`config.mk`:
```
export PLATFORM = sky130hd
export DESIGN_NAME = mc_sequencer
export DESIGN_NICKNAME = d
export VERILOG_FILES = /design/src/rtl/mc_pkg.sv /design/src/rtl/opclass_decode.sv /design/src/rtl/mc_sequencer.sv
export SDC_FILE = /design/constraint.sdc
export NUM_CORES = 1
export LEC_CHECK = 0
export ABC_CLOCK_PERIOD_IN_PS = 3050
export BUFFER_PORTS_ARGS = -buffer_cell sky130_fd_sc_hd__buf_2
export CAP_MARGIN = 10
export CORE_MARGIN = 1.5
export CORE_UTILIZATION = 51
export CTS_CLUSTER_DIAMETER = 150
export DETAILED_ROUTE_END_ITERATION = 10
export MAX_ROUTING_LAYER = met4
export PLACE_DENSITY = 0.73
export RECOVER_POWER = 100
export SYNTH_ARGS = -nofsm -noshare
export SYNTH_HDL_FRONTEND = slang
export SYNTH_SLANG_ARGS = --single-unit
```
`constraint.sdc`:
```
create_clock -name clk -period 3.05 [get_ports clk]
set_input_delay 0.1525 -clock clk [delete_from_list [all_inputs] [get_ports clk]]
set_output_delay 0.1525 -clock clk [all_outputs]
set_load 0.05 [all_outputs]
```
`src/rtl/mc_pkg.sv`:
```
// Shared state/class types and RV32I opcode constants for the multicycle
// sequencer and the control unit.
package mc_pkg;

  typedef enum logic [2:0] {
    ST_FETCH  = 3'd0,
    ST_DECODE = 3'd1,
    ST_EXEC   = 3'd2,
    ST_MEM    = 3'd3,
    ST_WB     = 3'd4,
    ST_HALT   = 3'd5
  } state_t;

  typedef enum logic [2:0] {
    IC_ALU     = 3'd0,
    IC_LOAD    = 3'd1,
    IC_STORE   = 3'd2,
    IC_BRANCH  = 3'd3,
    IC_JUMP    = 3'd4,
    IC_UPPER   = 3'd5,
    IC_SYSTEM  = 3'd6,
    IC_ILLEGAL = 3'd7
  } iclass_t;

  localparam logic [6:0] OP_ALU_R  = 7'b0110011;
  localparam logic [6:0] OP_ALU_I  = 7'b0010011;
  localparam logic [6:0] OP_LOAD   = 7'b0000011;
  localparam logic [6:0] OP_STORE  = 7'b0100011;
  localparam logic [6:0] OP_BRANCH = 7'b1100011;
  localparam logic [6:0] OP_JAL    = 7'b1101111;
  localparam logic [6:0] OP_JALR   = 7'b1100111;
  localparam logic [6:0] OP_LUI    = 7'b0110111;
  localparam logic [6:0] OP_AUIPC  = 7'b0010111;
  localparam logic [6:0] OP_SYSTEM = 7'b1110011;

endpackage

```
`src/rtl/opclass_decode.sv`:
```
// Combinational RV32I opcode classifier; shared by the sequencer and the
// control unit so both agree on what counts as a legal instruction.
module opclass_decode
  import mc_pkg::*;
(
  input  logic [6:0] i_opcode,
  output iclass_t    o_iclass
);

  always_comb begin
    // NOTE: every path assigns o_iclass (default arm included), so no latch is inferred.
    case (i_opcode)
      OP_ALU_R, OP_ALU_I: o_iclass = IC_ALU;
      OP_LOAD:            o_iclass = IC_LOAD;
      OP_STORE:           o_iclass = IC_STORE;
      OP_BRANCH:          o_iclass = IC_BRANCH;
      OP_JAL, OP_JALR:    o_iclass = IC_JUMP;
      OP_LUI, OP_AUIPC:   o_iclass = IC_UPPER;
      OP_SYSTEM:          o_iclass = IC_SYSTEM;
      default:            o_iclass = IC_ILLEGAL;
    endcase
  end

endmodule

```
`src/rtl/mc_sequencer.sv`:
```
// Multicycle control sequencer: steps each instruction through
// FETCH/DECODE/EXEC/MEM/WB and gates the datapath's state-changing strobes.
module mc_sequencer
  import mc_pkg::*;
#(
  parameter int TIMEOUT = 255,
  parameter int CNT_W   = 32
) (
  input  logic             clk,
  input  logic             rst_n,
  input  logic [6:0]       OpCode,
  input  logic             imem_ready,
  input  logic             dmem_ready,
  output logic             imem_req,
  output logic             dmem_req,
  output logic             IrWr,
  output logic             PcWr,
  output logic             RUWrEn,
  output logic             DMWrEn,
  output logic             halted,
  output logic             error,
  output logic [2:0]       state,
  output logic [CNT_W-1:0] cycle_cnt,
  output logic [CNT_W-1:0] instret
);

  localparam int                WAIT_W    = (TIMEOUT > 1) ? $clog2(TIMEOUT) : 1;
  localparam logic [WAIT_W-1:0] WAIT_LAST = WAIT_W'(TIMEOUT - 1);

  state_t            r_state;
  iclass_t           r_iclass;
  logic [WAIT_W-1:0] r_wait;
  logic              r_error;
  logic [CNT_W-1:0]  r_cycle_cnt;
  logic [CNT_W-1:0]  r_instret;

  iclass_t w_iclass;
  logic    w_imem_req, w_dmem_req, w_ir_wr, w_pc_wr, w_ru_wr_en, w_dm_wr_en;
  logic    w_ready, w_waiting, w_timeout;

  opclass_decode u_decode (
    .i_opcode (OpCode),
    .o_iclass (w_iclass)
  );

  // Strobes come from state and the registered class; ready only matters in FETCH/MEM.
  always_comb begin
    w_imem_req = (r_state == ST_FETCH);
    w_dmem_req = (r_state == ST_MEM);
    w_ir_wr    = w_imem_req && imem_ready;
    w_dm_wr_en = w_dmem_req && (r_iclass == IC_STORE);
    w_ru_wr_en = (r_state == ST_WB);
    w_pc_wr    = w_ru_wr_en
              || ((r_state == ST_EXEC) && (r_iclass == IC_BRANCH))
              || (w_dm_wr_en && dmem_ready);
    w_ready    = (w_imem_req && imem_ready) || (w_dmem_req && dmem_ready);
    w_waiting  = (w_imem_req || w_dmem_req) && !w_ready;
    w_timeout  = w_waiting && (r_wait == WAIT_LAST);
  end

  always_ff @(posedge clk) begin
    // NOTE: sequential state uses non-blocking assignments so every register sees pre-edge values.
    if (!rst_n) begin
      r_state     <= ST_FETCH;
      r_iclass    <= IC_ALU;
      r_wait      <= '0;
      r_error     <= 1'b0;
      r_cycle_cnt <= '0;
      r_instret   <= '0;
    end else begin
      if (r_state != ST_HALT) r_cycle_cnt <= r_cycle_cnt + CNT_W'(1);
      if (w_pc_wr)            r_instret   <= r_instret + CNT_W'(1);
      r_wait <= (w_waiting && !w_timeout) ? r_wait + WAIT_W'(1) : '0;

      case (r_state)
        ST_FETCH: begin
          if (imem_ready) begin
            r_state <= ST_DECODE;
          end else if (w_timeout) begin
            r_state <= ST_HALT;
            r_error <= 1'b1;
          end
        end
        ST_DECODE: begin
          r_iclass <= w_iclass;
          if (w_iclass == IC_SYSTEM) begin
            r_state <= ST_HALT;
          end else if (w_iclass == IC_ILLEGAL) begin
            r_state <= ST_HALT;
            r_error <= 1'b1;
          end else begin
            r_state <= ST_EXEC;
          end
        end
        ST_EXEC: begin
          if (r_iclass == IC_BRANCH)
            r_state <= ST_FETCH;
          else if (r_iclass == IC_LOAD || r_iclass == IC_STORE)
            r_state <= ST_MEM;
          else
            r_state <= ST_WB;
        end
        ST_MEM: begin
          if (dmem_ready) begin
            r_state <= (r_iclass == IC_LOAD) ? ST_WB : ST_FETCH;
          end else if (w_timeout) begin
            r_state <= ST_HALT;
            r_error <= 1'b1;
          end
        end
        ST_WB:   r_state <= ST_FETCH;
        ST_HALT: r_state <= ST_HALT;
        default: begin
          r_state <= ST_HALT;
          r_error <= 1'b1;
        end
      endcase
    end
  end

  // Everything is held low while reset is asserted, so an aborted instruction leaves no trace.
  assign imem_req  = rst_n && w_imem_req;
  assign dmem_req  = rst_n && w_dmem_req;
  assign IrWr      = rst_n && w_ir_wr;
  assign PcWr      = rst_n && w_pc_wr;
  assign RUWrEn    = rst_n && w_ru_wr_en;
  assign DMWrEn    = rst_n && w_dm_wr_en;
  assign halted    = rst_n && (r_state == ST_HALT);
  assign error     = rst_n && r_error;
  assign state     = rst_n ? r_state : 3'd0;
  assign cycle_cnt = rst_n ? r_cycle_cnt : '0;
  assign instret   = rst_n ? r_instret : '0;

endmodule

```
After elaboration in Yosys (flattened, before gate mapping)

Index checks and enable logic that the tools add are counted.

Bits of input ports: 11
Output and inout port bits: 75
Bits in registers: 79
Logic and storage cells: 85

Bitwise operators: 1
Muxes and demuxes: 19
Equality and inequality tests: 26
Reductions and logical operators: 30
Add/sub/neg operators: 3

Operator list:

| operator                                                        | count |
|---|---|
| 32-bit by 1-bit adder with 32-bit output, second input constant | 2 |
| 32-bit two-way mux                                              | 2 |
| 7-bit == test, second input constant                            | 4 |
| 3-bit two-way mux                                               | 9 |
| 7-bit by 6-bit == test with 1-bit output, second input constant | 3 |
| 3-bit one-hot mux with 7 select lines                           | 1 |
| 1-bit logical AND                                               | 16 |
| 3-bit one-hot mux with 5 select lines                           | 1 |
| 7-bit by 5-bit == test with 1-bit output, second input constant | 2 |
| 3-bit by 2-bit == test with 1-bit output, second input constant | 4 |
| 3-bit == test, second input constant                            | 4 |
| 8-bit by 1-bit adder with 8-bit output, second input constant   | 1 |
| 8-bit == test, second input constant                            | 1 |
| 2-bit inequality test, second input constant                    | 4 |
| 7-bit by 2-bit == test with 1-bit output, second input constant | 1 |
| 3-bit by 1-bit == test with 1-bit output, second input constant | 2 |
| 2-bit OR reduction                                              | 3 |
| 1-bit logical OR                                                | 5 |
| 1-bit two-way mux                                               | 5 |
| 5-bit AND reduction                                             | 1 |
| 1-bit one-hot mux with 4 select lines                           | 1 |
| 3-bit zero test                                                 | 1 |
| 3-bit inequality test, second input constant                    | 1 |
| 3-bit OR reduction                                              | 1 |
| 3 further kinds                                                 | 4 |

Logic depth before layout (Yosys ltp)

Depth after elaboration: 9
Depth in mapped cells: 8
Gate-level depth less buffers: 7

Cells and area by module

A second synthesis with hierarchy kept.

Cell total of the unflattened synthesis: 544
Area total of the unflattened synthesis: 4384.2 um2

Modules (own cells, without submodules):

| module         | area each (um2) | instances | cells each | sequential area each (um2) |
|---|---|---|---|---|
| mc_sequencer   | 4279.1          | 1         | 532        | 1581.5 |
| opclass_decode | 105.1           | 1         | 12         | 0.0 |

Worst setup path before layout

OpenSTA, ideal clock, no wires.

Path kind: register to output
Start: register r_state[0]
End: output port DMWrEn
Data required time: 2.897 ns
Slack: 0.339 ns
Stages on the path, launching flop included: 5
Data arrival time: 2.559 ns
Buffers on the path: 1
Path through: dfxtp_1 clkbuf_1 inv_1 or2_2 nor4_1

Longest elaborated chain between the ends: 3

Ends and longest elaborated chain:

| item                                     | RTL line            | RTL |
|---|---|---|
| start: declaration                       | mc_sequencer.sv:30  | `state_t r_state;` |
| start signal: assignment                 | mc_sequencer.sv:105 | `r_state <= (r_iclass == IC_LOAD) ? ST_WB : ST_FETCH;` |
| 3-bit by 2-bit == test with 1-bit output | mc_sequencer.sv:49  | `w_dmem_req = (r_state == ST_MEM);` |
| 1-bit logical AND                        | mc_sequencer.sv:51  | `w_dm_wr_en = w_dmem_req && (r_iclass == IC_STORE);` |
| 1-bit logical AND                        | mc_sequencer.sv:127 | `assign DMWrEn = rst_n && w_dm_wr_en;` |
| end: declaration                         | mc_sequencer.sv:19  | `output logic DMWrEn,` |

No other way between the ends.

Worst setup path in the final report

Start: register r_state[1]
End: output port PcWr

Longest elaborated chain between the ends: 5
Elaborated cells on any way between the ends: 9
Those cells by class: eq/ne: 3; reduce/logical: 6

Ends and longest elaborated chain:

| item                                                         | RTL line                               | RTL |
|---|---|---|
| 3-bit by 2-bit == test with 1-bit output (on tied branches)  | mc_sequencer.sv:54, mc_sequencer.sv:49 |  |
| 1-bit logical AND (on tied branches)                         | mc_sequencer.sv:54, mc_sequencer.sv:51 |  |
| 1-bit logical OR / 1-bit logical AND (equally long branches) | mc_sequencer.sv:54, mc_sequencer.sv:55 |  |
| 1-bit logical OR (*)                                         | mc_sequencer.sv:55                     | `\|\| (w_dm_wr_en && dmem_ready);` |
| 1-bit logical AND (*)                                        | mc_sequencer.sv:125                    | `assign PcWr = rst_n && w_pc_wr;` |
| end: declaration                                             | mc_sequencer.sv:17                     | `output logic PcWr,` |

Every way passes the cells marked *; elsewhere a longest branch is shown, timed or not.

==> metrics <==
drt drc=0; n_diodes=0; Syn Inst Count=~550; Final Max Tran Viols=0; post-synth net total=~560; area occupied by multi-input gates=between 0.002 and 0.003 mm²; Crit path largest cell delay=about 0.60 ns; share of layout cells above drive strength 1=6.21%; DR vias=4,116; Crit Path Max Fanout=13; worst ir drop on vdd=228 µV; highest-count cells in the layout ignoring fill and taps=nor2_1, dfxtp_1, clkbuf_1; clock skew=between 0.01 and 0.015 ns; Tcrit/Tclk final=between 80% and 90%; die height=slightly below 100 µm; Async S/R FF share, synth=0%; Reg area=0.00158 mm²; Leak=~0.0017 µW; placer congestion estimate=0.924; Worst Max-Slew Pin Slew=0.965 ns; Worst-path clk slew=roughly 0.080 ns; die area=0.00937 mm²; Port-buffer cells=85; synth unique cells=57; GRT Total Usage=a little under a quarter; Syn Area/Cell=approximately 8.2 µm²; Fin Setup TNS=0 ns; fin area=about 0.005 mm²; Net count, final=about 640; Max Buffers Root-to-Sink=2; WHS=roughly 0.18 ns; Post-CTS Hold Buffers=0; num rows=34; CTS tree=built; class of the worst hold path=in2reg; Synth Warn #=0; initial antenna violation count=0; Cell Pwr Density=between 400 and 500 mW/mm²; WL per Instance=around 14 µm; Detailed Routing Iterations Pass 1=4; Worst EP required=2.90 ns; reg-to-reg endpoint=r_instret[15]$_SDFFE_PN0N_; ys flop type=dfxtp_1; Core Area=0.00864 mm²; I/O pin count=between 80 and 90; fin crit period=2.62 ns; clock buffer count from CTS=9; clock sink count=just under 80; cells along the critical path=nand2b_1 > o32ai_1 > nor2_1 > nor2_1 > clkbuf_1; Cell Area, Synth=approximately 0.0045 mm²; vias in the first global route=about 3,800; Hold Path Origin=OpCode[0]; critical path type=reg2out; hpwl dp=about 7.3 mm; largest net degree at the start of global routing=55; final wirelength=~10 mm; DRT iter0 DRCs=around 200; fillers=846; crit path DAT=2.47 ns; commonest non-fill, non-tap cell in the layout=nor2_1; post-synthesis register bit count=79; Max-Cap Viols=0; fmax=approximately 380 MHz; critical path launch point type=flip-flop; Hold Crit Depth=4; area delta synth->final=11.7%; final-report setup violation count=0; Remaining Overflow, GRT=0; Reg-to-Reg Start=r_state[0]$_SDFF_PN0_; Post-synth EDFFs=0; clock latency on the worst-skew pair=0.35 ns; global-route wire length before repair=17.4 mm; internal reg-to-reg setup slack=between 0.4 and 0.5 ns; run status=finished, final reports clean; initial core utilization=~52%; Worst setup EP type=output port; post-cts resize count=0; RSZ-0062 raised after global routing=no; most used cell, CP=nor2_1; post-place instance area=just under 0.005 mm²; Hold Path End=r_iclass[0]$_SDFFE_PN0P_; sequential element share of the synthesized area=a little over a third; Register-to-Register Path Depth=6; slew margin rel.=35.7%; die width=between 90 and 100 µm; slowest CP cell=o32ai_1; post-route ant nets=0; Avg Vias per Cell=about 5.6; Clock Tree Root=clkbuf_8; Setup Fix Bufs, Post-CTS=0; final hold vios=0; CTS HTree Levels=3
-- final cells by class --
cell class,count,area share [%]
Multi-Input combinational cell,431,53.2
Sequential cell,79,31.5
Timing Repair Buffer,90,7.44
Tap cell,108,2.69
Clock buffer,10,2.54
Clock inverter,6,1.70
Inverter,12,0.898
-- sequential cells by signal, indices dropped and copies added (netlist names) --
register / cells
r_state: 3
r_error: 1
r_instret: 32
r_wait: 8
r_cycle_cnt: 32
r_iclass: 3
-- cell families (layout without fill, tap and decap cells) --
logic type	Yosys count	after routing	synth area share, %
AND/OR/NAND/NOR	297	297	35.1
XOR/XNOR	53	53	10.3
multiplexers	5	5	1.23
flip-flops	79	79	35.2
AO/OA/AOI/OAI	72	72	13.0
buffers and inverters	39	118	3.96
adder cells (fa/ha/maj)	4	4	1.12
-- report_power, final --
group	internal (µW)	leakage (µW)	switching (µW)
sequential	1050	0.000638	29.8
combinational	58.5	0.000913	139
clock	459	0.000102	389
total	1570	0.00165	558
-- synth_stat cells, types with 3 or more instances --
master	instances	area share [%]
a2111oi_2	9	3.0
a211oi_1	7	1.2
a21oi_1	16	1.8
and2_1	64	8.9
and3_1	10	1.4
and4_1	7	1.4
buf_1	4	0.33
buf_2	4	0.45
buf_6	3	0.75
clkbuf_1	15	1.3
dfxtp_1	79	35
ha_1	4	1.1
inv_1	11	0.92
nand2_1	35	2.9
nand2b_1	9	1.3
nand3_1	26	2.9
nand4_1	13	1.8
nand4b_1	5	0.98
nor2_1	81	6.8
nor3_1	18	2.0
nor4_1	8	1.1
nor4b_1	3	0.59
o21ai_0	14	1.6
o21ai_1	4	0.45
o31ai_2	3	0.84
or3_1	7	0.98
xnor2_1	42	8.2
xor2_1	11	2.1
-- worst max-delay path by stage --
stage,startpoint,endpoint,depth (start not counted)
final,r_state[1]$_SDFF_PN0_,PcWr,5
after global routing,r_state[1]$_SDFF_PN0_,PcWr,5
after CTS,r_state[1]$_SDFF_PN0_,PcWr,5
after detailed placement,r_state[0]$_SDFF_PN0_,r_instret[22]$_SDFFE_PN0N_,6
after global placement,r_state[0]$_SDFF_PN0_,r_instret[22]$_SDFFE_PN0N_,6
after floorplan,r_state[0]$_SDFF_PN0_,DMWrEn,4
-- stage by stage --
step                utilization (%)  setup slack [ns]  instances  power [µW]
floorplan                         -             0.339        549        1250
global placement               57.5             0.794        720        1300
detailed placement             57.5             0.692        720        1310
CTS                            60.0             0.623        736        2150
global route                   58.1             0.226        736        2210
finish                         58.1             0.428        736        2130
-- critical path: cells and delay by family, from the launching register on --
kind | cells | cell delay [ns]
AO/OA/AOI/OAI | 1 | 0.60
flip-flops | 1 | 0.54
AND/OR/NAND/NOR | 3 | 0.50
buffers and inverters | 1 | 0.49
-- per-layer routing --
layer | up-vias | track usage, % | part of all wire [%]
li1 | 2059 | - | -
met5 | - | - | 0
met1 | 1944 | 29.5 | 48
met4 | 0 | 5.91 | 1.1
met2 | 102 | 35.1 | 46
met3 | 11 | 5.06 | 5.6
Power figures use the tool's default switching activity.
